File: config.mk
export PLATFORM = sky130hd
export DESIGN_NAME = load_store_unit
export DESIGN_NICKNAME = d
export VERILOG_FILES = /design/src/rtl/rv32_pkg.sv /design/src/rtl/load_align.sv /design/src/rtl/load_store_unit.sv
export SDC_FILE = /design/constraint.sdc
export NUM_CORES = 1
export LEC_CHECK = 0
export ABC_CLOCK_PERIOD_IN_PS = 3600
export BUFFER_PORTS_ARGS = -buffer_cell sky130_fd_sc_hd__buf_2
export CAP_MARGIN = 10
export CORE_MARGIN = 4
export CORE_UTILIZATION = 53
export CTS_CLUSTER_DIAMETER = 40
export DETAILED_ROUTE_END_ITERATION = 10
export PLACE_DENSITY = 0.92
export SKIP_CTS_REPAIR_TIMING = 1
export SLEW_MARGIN = 20
export SYNTH_ARGS = -nofsm -noshare
export SYNTH_HDL_FRONTEND = slang
export SYNTH_SLANG_ARGS = --single-unit
File: constraint.sdc
create_clock -name clk -period 3.6 [get_ports clk]
set_input_delay 1.08 -clock clk [delete_from_list [all_inputs] [get_ports clk]]
set_output_delay 1.08 -clock clk [all_outputs]
set_load 0.03 [all_outputs]
File: src/rtl/rv32_pkg.sv
// ============================================================================
// Module  : rv32_pkg
// Brief   : RV32I load/store encodings, LSU state type and error codes.
// Revision: 1.0
// ============================================================================
`default_nettype none

package rv32_pkg;

    localparam logic [2:0] F3_LB  = 3'b000;
    localparam logic [2:0] F3_LH  = 3'b001;
    localparam logic [2:0] F3_LW  = 3'b010;
    localparam logic [2:0] F3_LBU = 3'b100;
    localparam logic [2:0] F3_LHU = 3'b101;
    localparam logic [2:0] F3_SB  = 3'b000;
    localparam logic [2:0] F3_SH  = 3'b001;
    localparam logic [2:0] F3_SW  = 3'b010;

    localparam logic [1:0] ERR_NONE     = 2'b00;
    localparam logic [1:0] ERR_MISALIGN = 2'b01;
    localparam logic [1:0] ERR_FUNCT3   = 2'b10;
    localparam logic [1:0] ERR_TIMEOUT  = 2'b11;

    typedef enum logic [1:0] {
        ST_IDLE = 2'd0,
        ST_REQ  = 2'd1,
        ST_RESP = 2'd2,
        ST_FIN  = 2'd3
    } lsu_state_t;

    // Classifies a request; an illegal funct3 wins over misalignment.
    function automatic logic [1:0] lsu_check(
        input logic       is_load,
        input logic       is_store,
        input logic [2:0] funct3,
        input logic [1:0] addr_lo
    );
        logic legal;
        legal = 1'b0;
        if (is_load) begin
            case (funct3)
                F3_LB, F3_LH, F3_LW, F3_LBU, F3_LHU: legal = 1'b1;
                default:                             legal = 1'b0;
            endcase
        end else if (is_store) begin
            case (funct3)
                F3_SB, F3_SH, F3_SW: legal = 1'b1;
                default:             legal = 1'b0;
            endcase
        end
        if (!legal)
            return ERR_FUNCT3;
        if ((funct3[1:0] == 2'b01 && addr_lo[0]) ||
            (funct3[1:0] == 2'b10 && addr_lo != 2'b00))
            return ERR_MISALIGN;
        return ERR_NONE;
    endfunction

endpackage

`default_nettype wire

File: src/rtl/load_align.sv
// ============================================================================
// Module  : load_align
// Brief   : Selects the addressed byte/halfword of a read word and extends it.
// Revision: 1.0
// ============================================================================
`default_nettype none

module load_align
    import rv32_pkg::*;
(
    input  logic [2:0]  funct3,
    input  logic [1:0]  addr_lo,
    input  logic [31:0] rdata,
    output logic [31:0] data
);

    logic [7:0]  byte_sel;
    logic [15:0] half_sel;

    always_comb begin
        byte_sel = rdata[{addr_lo, 3'b000} +: 8];
        half_sel = addr_lo[1] ? rdata[31:16] : rdata[15:0];
        case (funct3)
            F3_LB:   data = {{24{byte_sel[7]}}, byte_sel};
            F3_LH:   data = {{16{half_sel[15]}}, half_sel};
            F3_LBU:  data = {24'd0, byte_sel};
            F3_LHU:  data = {16'd0, half_sel};
            default: data = rdata;
        endcase
    end

endmodule

`default_nettype wire

File: src/rtl/load_store_unit.sv
// ============================================================================
// Module  : load_store_unit
// Brief   : RV32I load/store unit with request/grant/rvalid memory handshake.
// Revision: 1.0
// ============================================================================
`default_nettype none

module load_store_unit
    import rv32_pkg::*;
#(
    parameter int unsigned WAIT_MAX = 255
) (
    input  logic        clk,
    input  logic        rst,
    input  logic        ex_valid,
    output logic        ex_ready,
    input  logic        ex_load,
    input  logic        ex_store,
    input  logic [2:0]  ex_funct3,
    input  logic [31:0] ex_addr,
    input  logic [31:0] ex_wdata,
    input  logic [4:0]  ex_rd,
    output logic        mem_req,
    input  logic        mem_gnt,
    output logic        mem_we,
    output logic [3:0]  mem_be,
    output logic [31:0] mem_addr,
    output logic [31:0] mem_wdata,
    input  logic        mem_rvalid,
    input  logic [31:0] mem_rdata,
    output logic        done,
    output logic        wb_we,
    output logic [4:0]  wb_rd,
    output logic [31:0] wb_data,
    output logic        err,
    output logic [1:0]  err_code
);

    localparam int CNT_W = $clog2(WAIT_MAX + 1);
    localparam logic [CNT_W-1:0] CNT_LAST = CNT_W'(WAIT_MAX - 1);

    lsu_state_t       state, state_next;
    logic             ready_q;
    logic             accept, timeout;
    logic [1:0]       req_code;
    logic             req_err;
    logic [CNT_W-1:0] cnt;

    logic             is_load_q;
    logic [2:0]       funct3_q;
    logic [1:0]       off_q;
    logic [4:0]       rd_q;
    logic [3:0]       be_q;
    logic [31:0]      addr_q, wdata_q, wb_data_q;
    logic             we_q, err_q;
    logic [1:0]       err_code_q;

    logic [3:0]       be_n;
    logic [31:0]      wdata_n, aligned;

    assign req_code = lsu_check(ex_load, ex_store, ex_funct3, ex_addr[1:0]);
    assign req_err  = (req_code != ERR_NONE);

    always_comb begin
        be_n    = 4'b0000;
        wdata_n = ex_wdata;
        case (ex_funct3[1:0])
            2'b00: begin
                be_n    = 4'b0001 << ex_addr[1:0];
                wdata_n = {4{ex_wdata[7:0]}};
            end
            2'b01: begin
                be_n    = ex_addr[1] ? 4'b1100 : 4'b0011;
                wdata_n = {2{ex_wdata[15:0]}};
            end
            2'b10:   be_n = 4'b1111;
            default: be_n = 4'b0000;
        endcase
    end

    load_align u_load_align (
        .funct3  (funct3_q),
        .addr_lo (off_q),
        .rdata   (mem_rdata),
        .data    (aligned)
    );

    always_ff @(posedge clk or negedge rst) begin
        if (!rst)
            state <= ST_IDLE;
        else
            state <= state_next;
    end

    // Grant/rvalid win over a timeout that lands in the same cycle.
    always_comb begin
        state_next = state;
        accept     = 1'b0;
        timeout    = 1'b0;
        case (state)
            ST_IDLE: begin
                if (ex_valid && ready_q) begin
                    accept = 1'b1;
                    if (!req_err)
                        state_next = ST_REQ;
                end
            end
            ST_REQ: begin
                if (mem_gnt)
                    state_next = is_load_q ? ST_RESP : ST_FIN;
                else if (cnt == CNT_LAST) begin
                    state_next = ST_IDLE;
                    timeout    = 1'b1;
                end
            end
            ST_RESP: begin
                if (mem_rvalid)
                    state_next = ST_FIN;
                else if (cnt == CNT_LAST) begin
                    state_next = ST_IDLE;
                    timeout    = 1'b1;
                end
            end
            default: state_next = ST_IDLE;
        endcase
    end

    always_ff @(posedge clk or negedge rst) begin
        if (!rst) begin
            ready_q    <= 1'b0;
            cnt        <= '0;
            is_load_q  <= 1'b0;
            funct3_q   <= 3'd0;
            off_q      <= 2'd0;
            rd_q       <= 5'd0;
            be_q       <= 4'd0;
            addr_q     <= 32'd0;
            wdata_q    <= 32'd0;
            we_q       <= 1'b0;
            wb_data_q  <= 32'd0;
            err_q      <= 1'b0;
            err_code_q <= ERR_NONE;
        end else begin
            ready_q    <= 1'b1;
            err_q      <= 1'b0;
            err_code_q <= ERR_NONE;
            if (accept) begin
                cnt <= '0;
                if (req_err) begin
                    err_q      <= 1'b1;
                    err_code_q <= req_code;
                end else begin
                    is_load_q <= ex_load;
                    funct3_q  <= ex_funct3;
                    off_q     <= ex_addr[1:0];
                    rd_q      <= ex_rd;
                    be_q      <= be_n;
                    addr_q    <= {ex_addr[31:2], 2'b00};
                    wdata_q   <= wdata_n;
                    we_q      <= ex_store;
                end
            end else if (state == ST_REQ || state == ST_RESP) begin
                cnt <= cnt + CNT_W'(1);
            end
            if (timeout) begin
                err_q      <= 1'b1;
                err_code_q <= ERR_TIMEOUT;
            end
            if (state == ST_RESP && mem_rvalid)
                wb_data_q <= aligned;
        end
    end

    assign ex_ready  = ready_q && (state == ST_IDLE);
    assign mem_req   = (state == ST_REQ);
    assign mem_we    = we_q;
    assign mem_be    = be_q;
    assign mem_addr  = addr_q;
    assign mem_wdata = wdata_q;
    assign done      = (state == ST_FIN);
    assign wb_we     = (state == ST_FIN) && is_load_q;
    assign wb_rd     = rd_q;
    assign wb_data   = wb_data_q;
    assign err       = err_q;
    assign err_code  = err_code_q;

endmodule

`default_nettype wire

==> metrics.txt, run 1 <==
Setup WS post-layout 0.850 ns; height of the die 114 um; TritonCTS Sinks 124; vias per inst 5.57; ys async rst share 1.00; overflow left after global routing 0; residual DRC count 0; synthesized flop and latch total 124; Vias 4,911; final slew viol count 0; setup violators final 0; overall global routing resource usage 0.251; EDFF count, synth 0; Initial Util 0.542; Critical Path Slowest Stage Cell dfrtp_1; clk_skew 0.00666 ns; Hold WS 0.472 ns; Clock Tree Root clkbuf_8; Yosys cell types 43; Cells after Synth 516; Critical Path AT 1.67 ns; Mapped Area 5900 um2; core area 10,900 um2; CP Max Fanout 6; largest net degree at the start of global routing 79; Skew-Pair Late Insertion Delay 0.52 ns; DR iter-0 viols 375; Fmax achieved 364 MHz; met2 track utilization from global routing 0.431; top_reg_cell synth dfrtp_1; crit-path max cell delay 0.41 ns; Top Ports 224; Tmin final 2.75 ns; CTS max path bufs 2; critical path class reg -> out; Final nets 846; outcome complete, no violations; fin crit share 0.764; Critical Path, Cell by Cell inv_1, ha_1, and2_1, buf_2; initial antenna violation count 0; Avg Cell Area, Syn 11.4 um2; GRT met1 Usage 0.293; Max-slew headroom 0.417; H-tree Lvls 4; peak supply drop 0.711 mV; wire per inst 17.7 um; first-pass GRT wire length 25.7 mm; CTS tree built; Syn-to-layout area delta 29.3%; busiest metal layer after global routing met2; Cell Pwr Density 964 nW/um2; Fin. Hold Viols 0; Routability Congestion 0.807; Crit path required time 2.52 ns; RSZ-0062 raised after global routing false; Routed WL 15.7 mm; Seq/Total Area, Yosys 0.526; startpoint types register; maxcap violations 0; ANT nets after route 0; die area 12,900 um2; clk slew on worst S/H paths 0.06 ns; Die W 114 um; worst slew pin tran 0.874 ns; CP Buf/Inv Count 2; CP endpoint kind primary output; met3 Track Usage GR 0.0806; Port Buffer Count 221; register area 3100 um2; share of layout cells above drive strength 1 0.465; clock buffer count from CTS 17; Leakage 3.82 nW; Overall Power 7.36 mW; Worst Hold Class reg -> reg; setup slack at placement 0.725 ns; area of the multi-input gates 2580 um2; # diodes 0; Initial DRT Pass Iterations 5; Final HPWL DP 11.4 mm; vias in the first global route 5,255; Yosys warning count 0; Crit path max-delay family flip-flops; filler instances 743; Row Count 38; setup tns final 0 ns
-- layout make-up --
type / instances / share of cell area
sequential: 124 / 0.407
inverter: 11 / 0.00541
timing repair buffer: 227 / 0.154
clock buffer: 17 / 0.0543
clock inverter: 15 / 0.0184
tap: 140 / 0.0230
multi-input combinational: 348 / 0.338
-- power breakdown --
part	total [mW]	internal, mW	leakage [nW]	switching, mW
registers	2.53	2.04	1.53	0.494
clock network	1.59	0.923	0.261	0.663
logic	3.23	1.13	2.03	2.10
total	7.36	4.10	3.82	3.26
-- metal layers --
metal / wire length (um) / share of wire
met5: 0 / 0
met1: 5940 / 0.38
met3: 1420 / 0.090
met2: 7890 / 0.50
met4: 402 / 0.026
-- cells by family after synthesis --
logic type	Yosys count	synth area share
other	2	0.00127
XOR/XNOR	6	0.00891
buffers and inverters	45	0.0377
AND/OR/NAND/NOR	130	0.106
adder cells (fa/ha/maj)	6	0.0127
AO/OA/AOI/OAI	89	0.0918
flip-flops	124	0.526
multiplexers	114	0.215
-- through the flow --
| stage | std cells | cell area (um2) | utilization |
|---|---|---|---|
| 2_1_floorplan | 517 | 5900 | - |
| 5_1_grt | 882 | 7630 | 0.701 |
| 4_1_cts | 882 | 7630 | 0.701 |
| 6_report | 882 | 7630 | 0.701 |
| 3_5_place_dp | 850 | 7080 | 0.650 |
| 3_3_place_gp | 850 | 7080 | 0.650 |
-- worst reg2reg max path, delay by kind of cell (launching register included) --
family | cells | cell delay (ns)
buffers and inverters | 1 | 0.27
DFF | 1 | 0.89
and+or+nand+nor | 1 | 0.09
muxes | 1 | 0.67
AOI/OAI and AO/OA | 1 | 0.52
-- Yosys cell counts, drive strengths merged (5+ instances only) --
| library cell | count | area (um2) |
|---|---|---|
| or2 | 7 | 43.8 |
| mux2i | 20 | 200 |
| dfrtp | 124 | 3100 |
| nand3 | 17 | 85.1 |
| xor2 | 5 | 43.8 |
| nand2 | 46 | 173 |
| nor2 | 23 | 86.3 |
| nor2b | 7 | 43.8 |
| o31ai | 7 | 52.6 |
| nand2b | 5 | 31.3 |
| a221o | 5 | 50.1 |
| buf | 15 | 110 |
| clkbuf | 19 | 71.3 |
| a21oi | 31 | 155 |
| ha | 6 | 75.1 |
| inv | 11 | 41.3 |
| o21ai | 31 | 155 |
| mux2 | 93 | 1050 |
| and3 | 7 | 43.8 |
| or3 | 8 | 50.1 |
-- registers in the layout, indices dropped and copies added (netlist names), 3 cells and up --
| register | cells |
|---|---|
| mem_addr | 30 |
| cnt | 8 |
| funct3_q | 3 |
| wb_rd | 5 |
| wb_data | 32 |
| mem_be | 4 |
| mem_wdata | 32 |
-- cell usage in the layout (no fill, tap or decap), drive strengths merged, types with 2 or more instances in the layout --
| master | n |
|---|---|
| dfrtp | 124 |
| inv | 15 |
| a22o | 3 |
| o311ai | 2 |
| o31ai | 7 |
| clkbuf | 17 |
| clkinvlp | 4 |
| nor3 | 3 |
| nand3 | 17 |
| nand4 | 3 |
| and3 | 7 |
| clkinv | 6 |
| a221o | 5 |
| a221oi | 3 |
| ha | 6 |
| or3 | 8 |
| a21oi | 31 |
| buf | 227 |
| nor2 | 23 |
| nand2 | 46 |
| mux2i | 20 |
| xor2 | 5 |
| mux2 | 93 |
| nand2b | 5 |
| nor2b | 7 |
| or2 | 7 |
| conb | 3 |
| and2 | 3 |
| o21ai | 31 |
-- worst paths after layout --
kind,start,endpoint,slack (ns),cells after the start
worst min-delay path,wb_data[5]$_DFFE_PN0P_,wb_data[5]$_DFFE_PN0P_,0.47,2
worst max-delay path,state[0]$_DFFE_PN0P_,ex_ready,0.85,4
worst min register to register,wb_data[5]$_DFFE_PN0P_,wb_data[5]$_DFFE_PN0P_,0.47,2
worst max register to register,off_q[1]$_DFFE_PN0P_,wb_data[16]$_DFFE_PN0P_,1.05,4
min in group asynchronous,rst,cnt[5]$_DFFE_PN0P_,0.63,1
max in group asynchronous,rst,funct3_q[1]$_DFFE_PN0P_,2.15,2
No activity file was read; power rests on OpenSTA's default activity.
==> run 2, diff against run 1 <==
--- a/config.mk
+++ b/config.mk
@@ -5,14 +5,14 @@
 export SDC_FILE = /design/constraint.sdc
 export NUM_CORES = 1
 export LEC_CHECK = 0
-export ABC_CLOCK_PERIOD_IN_PS = 3600
+export ABC_CLOCK_PERIOD_IN_PS = 2700
 export BUFFER_PORTS_ARGS = -buffer_cell sky130_fd_sc_hd__buf_2
 export CAP_MARGIN = 10
 export CORE_MARGIN = 4
-export CORE_UTILIZATION = 53
+export CORE_UTILIZATION = 49
 export CTS_CLUSTER_DIAMETER = 40
 export DETAILED_ROUTE_END_ITERATION = 10
-export PLACE_DENSITY = 0.92
+export PLACE_DENSITY = 0.87
 export SKIP_CTS_REPAIR_TIMING = 1
 export SLEW_MARGIN = 20
 export SYNTH_ARGS = -nofsm -noshare
==> constraint.sdc (replaced) <==
create_clock -name clk -period 2.7 [get_ports clk]
set_input_delay 0.81 -clock clk [delete_from_list [all_inputs] [get_ports clk]]
set_output_delay 0.81 -clock clk [all_outputs]
set_load 0.03 [all_outputs]
==> run 2 against run 1 <==
Compared with the run above:
- cell area rose by 2.0%
- flip-flop and latch count did not move
- setup slack got worse by 0.59 ns
- highest routed layer unchanged
- largest power group unchanged
==> metrics.txt, run 2 (synthesized netlist as in run 1, its figures left out) <==
Skew-Pair Late Insertion Delay 0.41 ns; TritonCTS Sinks 124; clock buffer count from CTS 17; Worst Hold Class in -> async; worst setup path start state[0]$_DFFE_PN0P_; Initial Util 0.508; CTS max path bufs 2; startpoint types register; RSZ-0062 raised after global routing false; post-route insts no fill 895; largest net degree at the start of global routing 57; Routed WL 16.3 mm; peak supply drop 0.908 mV; Routed met1 length 6.19 mm; die area 13,900 um2; wire per inst 18.2 um; vias in the first global route 5,285; met2 WL 8.51 mm; Critical Path AT 1.63 ns; overall global routing resource usage 0.238; Initial DRT Pass Iterations 5; Overall Power 10.2 mW; Row Count 39; fin util 0.670; Leakage 3.92 nW; Hold WS 0.448 ns; ANT nets after route 0; residual DRC count 0; highest routed layer met4; share of layout cells above drive strength 1 0.468; final slew viol count 0; setup tns final 0 ns; Clock Tree Root clkbuf_16; Fmax achieved 410 MHz; Vias 4,902; Die W 118 um; setup violators final 0; Crit path required time 1.89 ns; core area 11,600 um2; outcome complete, no violations; first-pass GRT wire length 26.5 mm; placed cell count 863; metal3 WL 1.31 mm; H-tree Lvls 4; CTS tree built; Post-DP Area 7140 um2; Syn-to-layout area delta 31.9%; maxcap violations 0; worst slew pin tran 0.863 ns; fin area 7780 um2; filler instances 852; vias per inst 5.48; height of the die 118 um; initial antenna violation count 0; CP Max Fanout 6; Fin. Hold Viols 0; Top Ports 224; Port Buffer Count 221; Cell Pwr Density 1320 nW/um2; Max-slew headroom 0.424; DR iter-0 viols 397; CP endpoint kind primary output; fin crit share 0.903; Setup WS post-layout 0.263 ns; most frequent cells in the layout buf_2, dfrtp_1, mux2_2; Tmin final 2.44 ns; clk_skew 0.00843 ns; critical path class reg -> out; commonest non-fill, non-tap cell in the layout buf_2; setup slack at placement 0.224 ns; Final nets 856; Final HPWL DP 12.2 mm; # diodes 0; overflow left after global routing 0; Routability Congestion 0.900; clk slew on worst S/H paths 0.05 ns; Reg2Reg Launch Point state[0]$_DFFE_PN0P_
-- run 2: cell types whose count changed in the layout (fill, tap and decap cells not counted), moves of 2 or more --
cell        change
buf_4          +11
bufinv_16       +4
inv_6           -4
clkinv_4        -3
clkbuf_1        +2
clkinv_2        +2
clkinvlp_4      -2
-- run 2: layer usage --
metal,up-vias,GRT usage
met1,2408,0.263
met2,196,0.420
met4,0,0.0879
li1,2275,-
met3,23,0.0846
met5,-,0
-- run 2: worst paths after layout --
check | endpoint | slack [ns] | cells after the start
max in group asynchronous | mem_wdata[11]$_DFFE_PN0P_ | 1.53 | 2
hold / removal | wb_data[27]$_DFFE_PN0P_ | 0.45 | 1
setup / recovery | ex_ready | 0.26 | 4
hold reg to reg | wb_data[3]$_DFFE_PN0P_ | 0.48 | 2
min in group clk | wb_data[3]$_DFFE_PN0P_ | 0.48 | 2
setup reg to reg | mem_addr[4]$_DFFE_PN0P_ | 0.53 | 6
-- run 2: power by group --
| part | internal [mW] | switching (mW) | total (mW) | leakage [nW] |
|---|---|---|---|---|
| logic | 1.54 | 2.91 | 4.45 | 2.07 |
| clock network | 1.66 | 0.811 | 2.47 | 0.310 |
| registers | 2.72 | 0.597 | 3.32 | 1.53 |
-- run 2: layout make-up --
class,count,area (um2),share of cell area
sequential,124,3100,0.399
multi-input combinational,348,2580,0.331
timing repair buffer,237,1240,0.159
clock buffer,20,447,0.0574
clock inverter,12,194,0.0249
tap,143,179,0.0230
inverter,11,41.3,0.00530
-- run 2: worst max-delay path, cell delays in order, from the launching register on --
cell and delay [ns]:
dfrtp_1 0.43, inv_1 0.14, ha_1 0.29, and2_1 0.16
buf_2 0.20
==> run 3, diff against run 2 <==
--- a/config.mk
+++ b/config.mk
@@ -8,11 +8,13 @@
 export ABC_CLOCK_PERIOD_IN_PS = 2700
 export BUFFER_PORTS_ARGS = -buffer_cell sky130_fd_sc_hd__buf_2
 export CAP_MARGIN = 10
+export CELL_PAD_IN_SITES_DETAIL_PLACEMENT = 0
+export CELL_PAD_IN_SITES_GLOBAL_PLACEMENT = 1
 export CORE_MARGIN = 4
-export CORE_UTILIZATION = 49
+export CORE_UTILIZATION = 38
 export CTS_CLUSTER_DIAMETER = 40
 export DETAILED_ROUTE_END_ITERATION = 10
-export PLACE_DENSITY = 0.87
+export PLACE_DENSITY = 0.88
 export SKIP_CTS_REPAIR_TIMING = 1
 export SLEW_MARGIN = 20
 export SYNTH_ARGS = -nofsm -noshare
==> run 3 against run 2 <==
Compared with the run above:
- sequential share of layout area about the same
- count of clock-buffer cells in the layout decreased by 1
- cell area about the same
- total power decreased by 3.4%
- flip-flop and latch count unchanged
- clock power decreased by 12%
- non-clock buffer count decreased by 2
- clock skew about the same
- register-to-register slack improved by 0.07 ns
- die area increased by 27%
- cell count increased by 4.7%
==> metrics.txt, run 3 (synthesized netlist as in run 1, its figures left out) <==
busiest metal layer after global routing met2; CP endpoint kind primary output; CTS max path bufs 2; die area 17,600 um2; clock buffer count from CTS 17; core area 15,200 um2; final slew viol count 0; RSZ-0062 raised after global routing false; Fmax achieved 418 MHz; vias per inst 5.10; DR iter-0 viols 176; worst slew pin tran 0.922 ns; ANT nets after route 0; Vias 4,783; Gate power share 0.447; Die W 133 um; peak supply drop 0.713 mV; Crit path required time 1.89 ns; Clock Tree Root clkbuf_16; part of the power in the clock network 0.220; GRT met1 Usage 0.213; clk_skew 0.00854 ns; CTS tree built; H-tree Lvls 4; placed cell count 906; Routed WL 15.8 mm; met2 track utilization from global routing 0.284; Syn-to-layout area delta 32.0%; crit-path max cell delay 0.42 ns; Reg power frac 0.332; # diodes 0; most frequent cells in the layout buf_2, dfrtp_1, mux2_2; CP Buf/Inv Count 2; filler instances 1,410; Psw 4.30 mW; fin crit share 0.886; met3 Track Usage GR 0.0821; height of the die 133 um; Fin. Hold Viols 0; startpoint types register; Tmin final 2.39 ns; overflow left after global routing 0; overall global routing resource usage 0.180; CP Max Fanout 6; residual DRC count 0; Overall Power 9.88 mW; post-route insts no fill 937; initial antenna violation count 0; Row Count 45; Routability Congestion 0.803; Critical Path, Cell by Cell inv_1, ha_1, and2_1, buf_2; setup tns final 0 ns; Internal 5.58 mW; Port Buffer Count 221; outcome complete, no violations; Crit path max-delay family flip-flops; maxcap violations 0; Final nets 854; Top Ports 224; Worst Hold Class in -> async; sw frac 0.435; clk slew on worst S/H paths 0.06 ns; share of layout cells above drive strength 1 0.469; Final HPWL DP 11.7 mm; setup violators final 0; vias in the first global route 4,990; critical path class reg -> out; commonest non-fill, non-tap cell in the layout buf_2; Initial DRT Pass Iterations 4; Max-slew headroom 0.386; Skew-Pair Late Insertion Delay 0.41 ns; largest net degree at the start of global routing 74; first-pass GRT wire length 25.3 mm; wire per inst 16.9 um; Leakage 3.89 nW; Critical Path AT 1.58 ns; TritonCTS Sinks 124; Critical Path Slowest Stage Cell dfrtp_1; Cell Pwr Density 1270 nW/um2; Initial Util 0.388
-- run 3: power by group through the flow --
stage	Combinational, mW	Clock (mW)	Sequential [mW]
final	4.42	2.18	3.28
after global routing	4.74	2.30	3.42
after global placement	4.38	0	3.28
after detailed placement	4.46	0	3.31
after CTS	4.47	2.23	3.30
after floorplan	1.63	0	4.70
-- run 3: path summary, 6_finish.rpt --
check	from	end	slack (ns)	cells past startpoint
min in group clk	wb_data[4]$_DFFE_PN0P_	wb_data[4]$_DFFE_PN0P_	0.47	2
setup reg to reg	state[0]$_DFFE_PN0P_	mem_wdata[4]$_DFFE_PN0P_	0.60	6
max in group asynchronous	rst	state[0]$_DFFE_PN0P_	1.93	2
setup / recovery	state[0]$_DFFE_PN0P_	ex_ready	0.31	4
hold / removal	rst	mem_wdata[29]$_DFFE_PN0P_	0.39	2
hold reg to reg	wb_data[4]$_DFFE_PN0P_	wb_data[4]$_DFFE_PN0P_	0.47	2
-- run 3: final cells by class --
type                    count  area (um2)  share of cell area
repair buffers            235        1260               0.162
inverters                  11        41.3             0.00530
well taps                 188         235              0.0302
multi-input cells         348        2580               0.331
flip-flops and latches    124        3100               0.398
clock inverters            12         114              0.0146
clock buffers              19         453              0.0582
-- run 3: per-stage QoR --
stage	utilization	area, um2	setup WS (ns)	hold slack (ns)
global placement	0.475	7220	0.246	0.458
CTS	0.512	7790	0.293	0.389
floorplan	-	5900	0.317	0.495
finish	0.512	7790	0.308	0.393
global route	0.512	7790	0.214	0.396
detailed placement	0.475	7220	0.214	0.460
-- run 3: metal layers --
metal / routed length, um / share of wire / up-vias
li1: - / - / 2273
met1: 6460 / 0.41 / 2303
met3: 1660 / 0.10 / 20
met2: 7380 / 0.47 / 187
met5: 0 / 0 / -
met4: 318 / 0.020 / 0
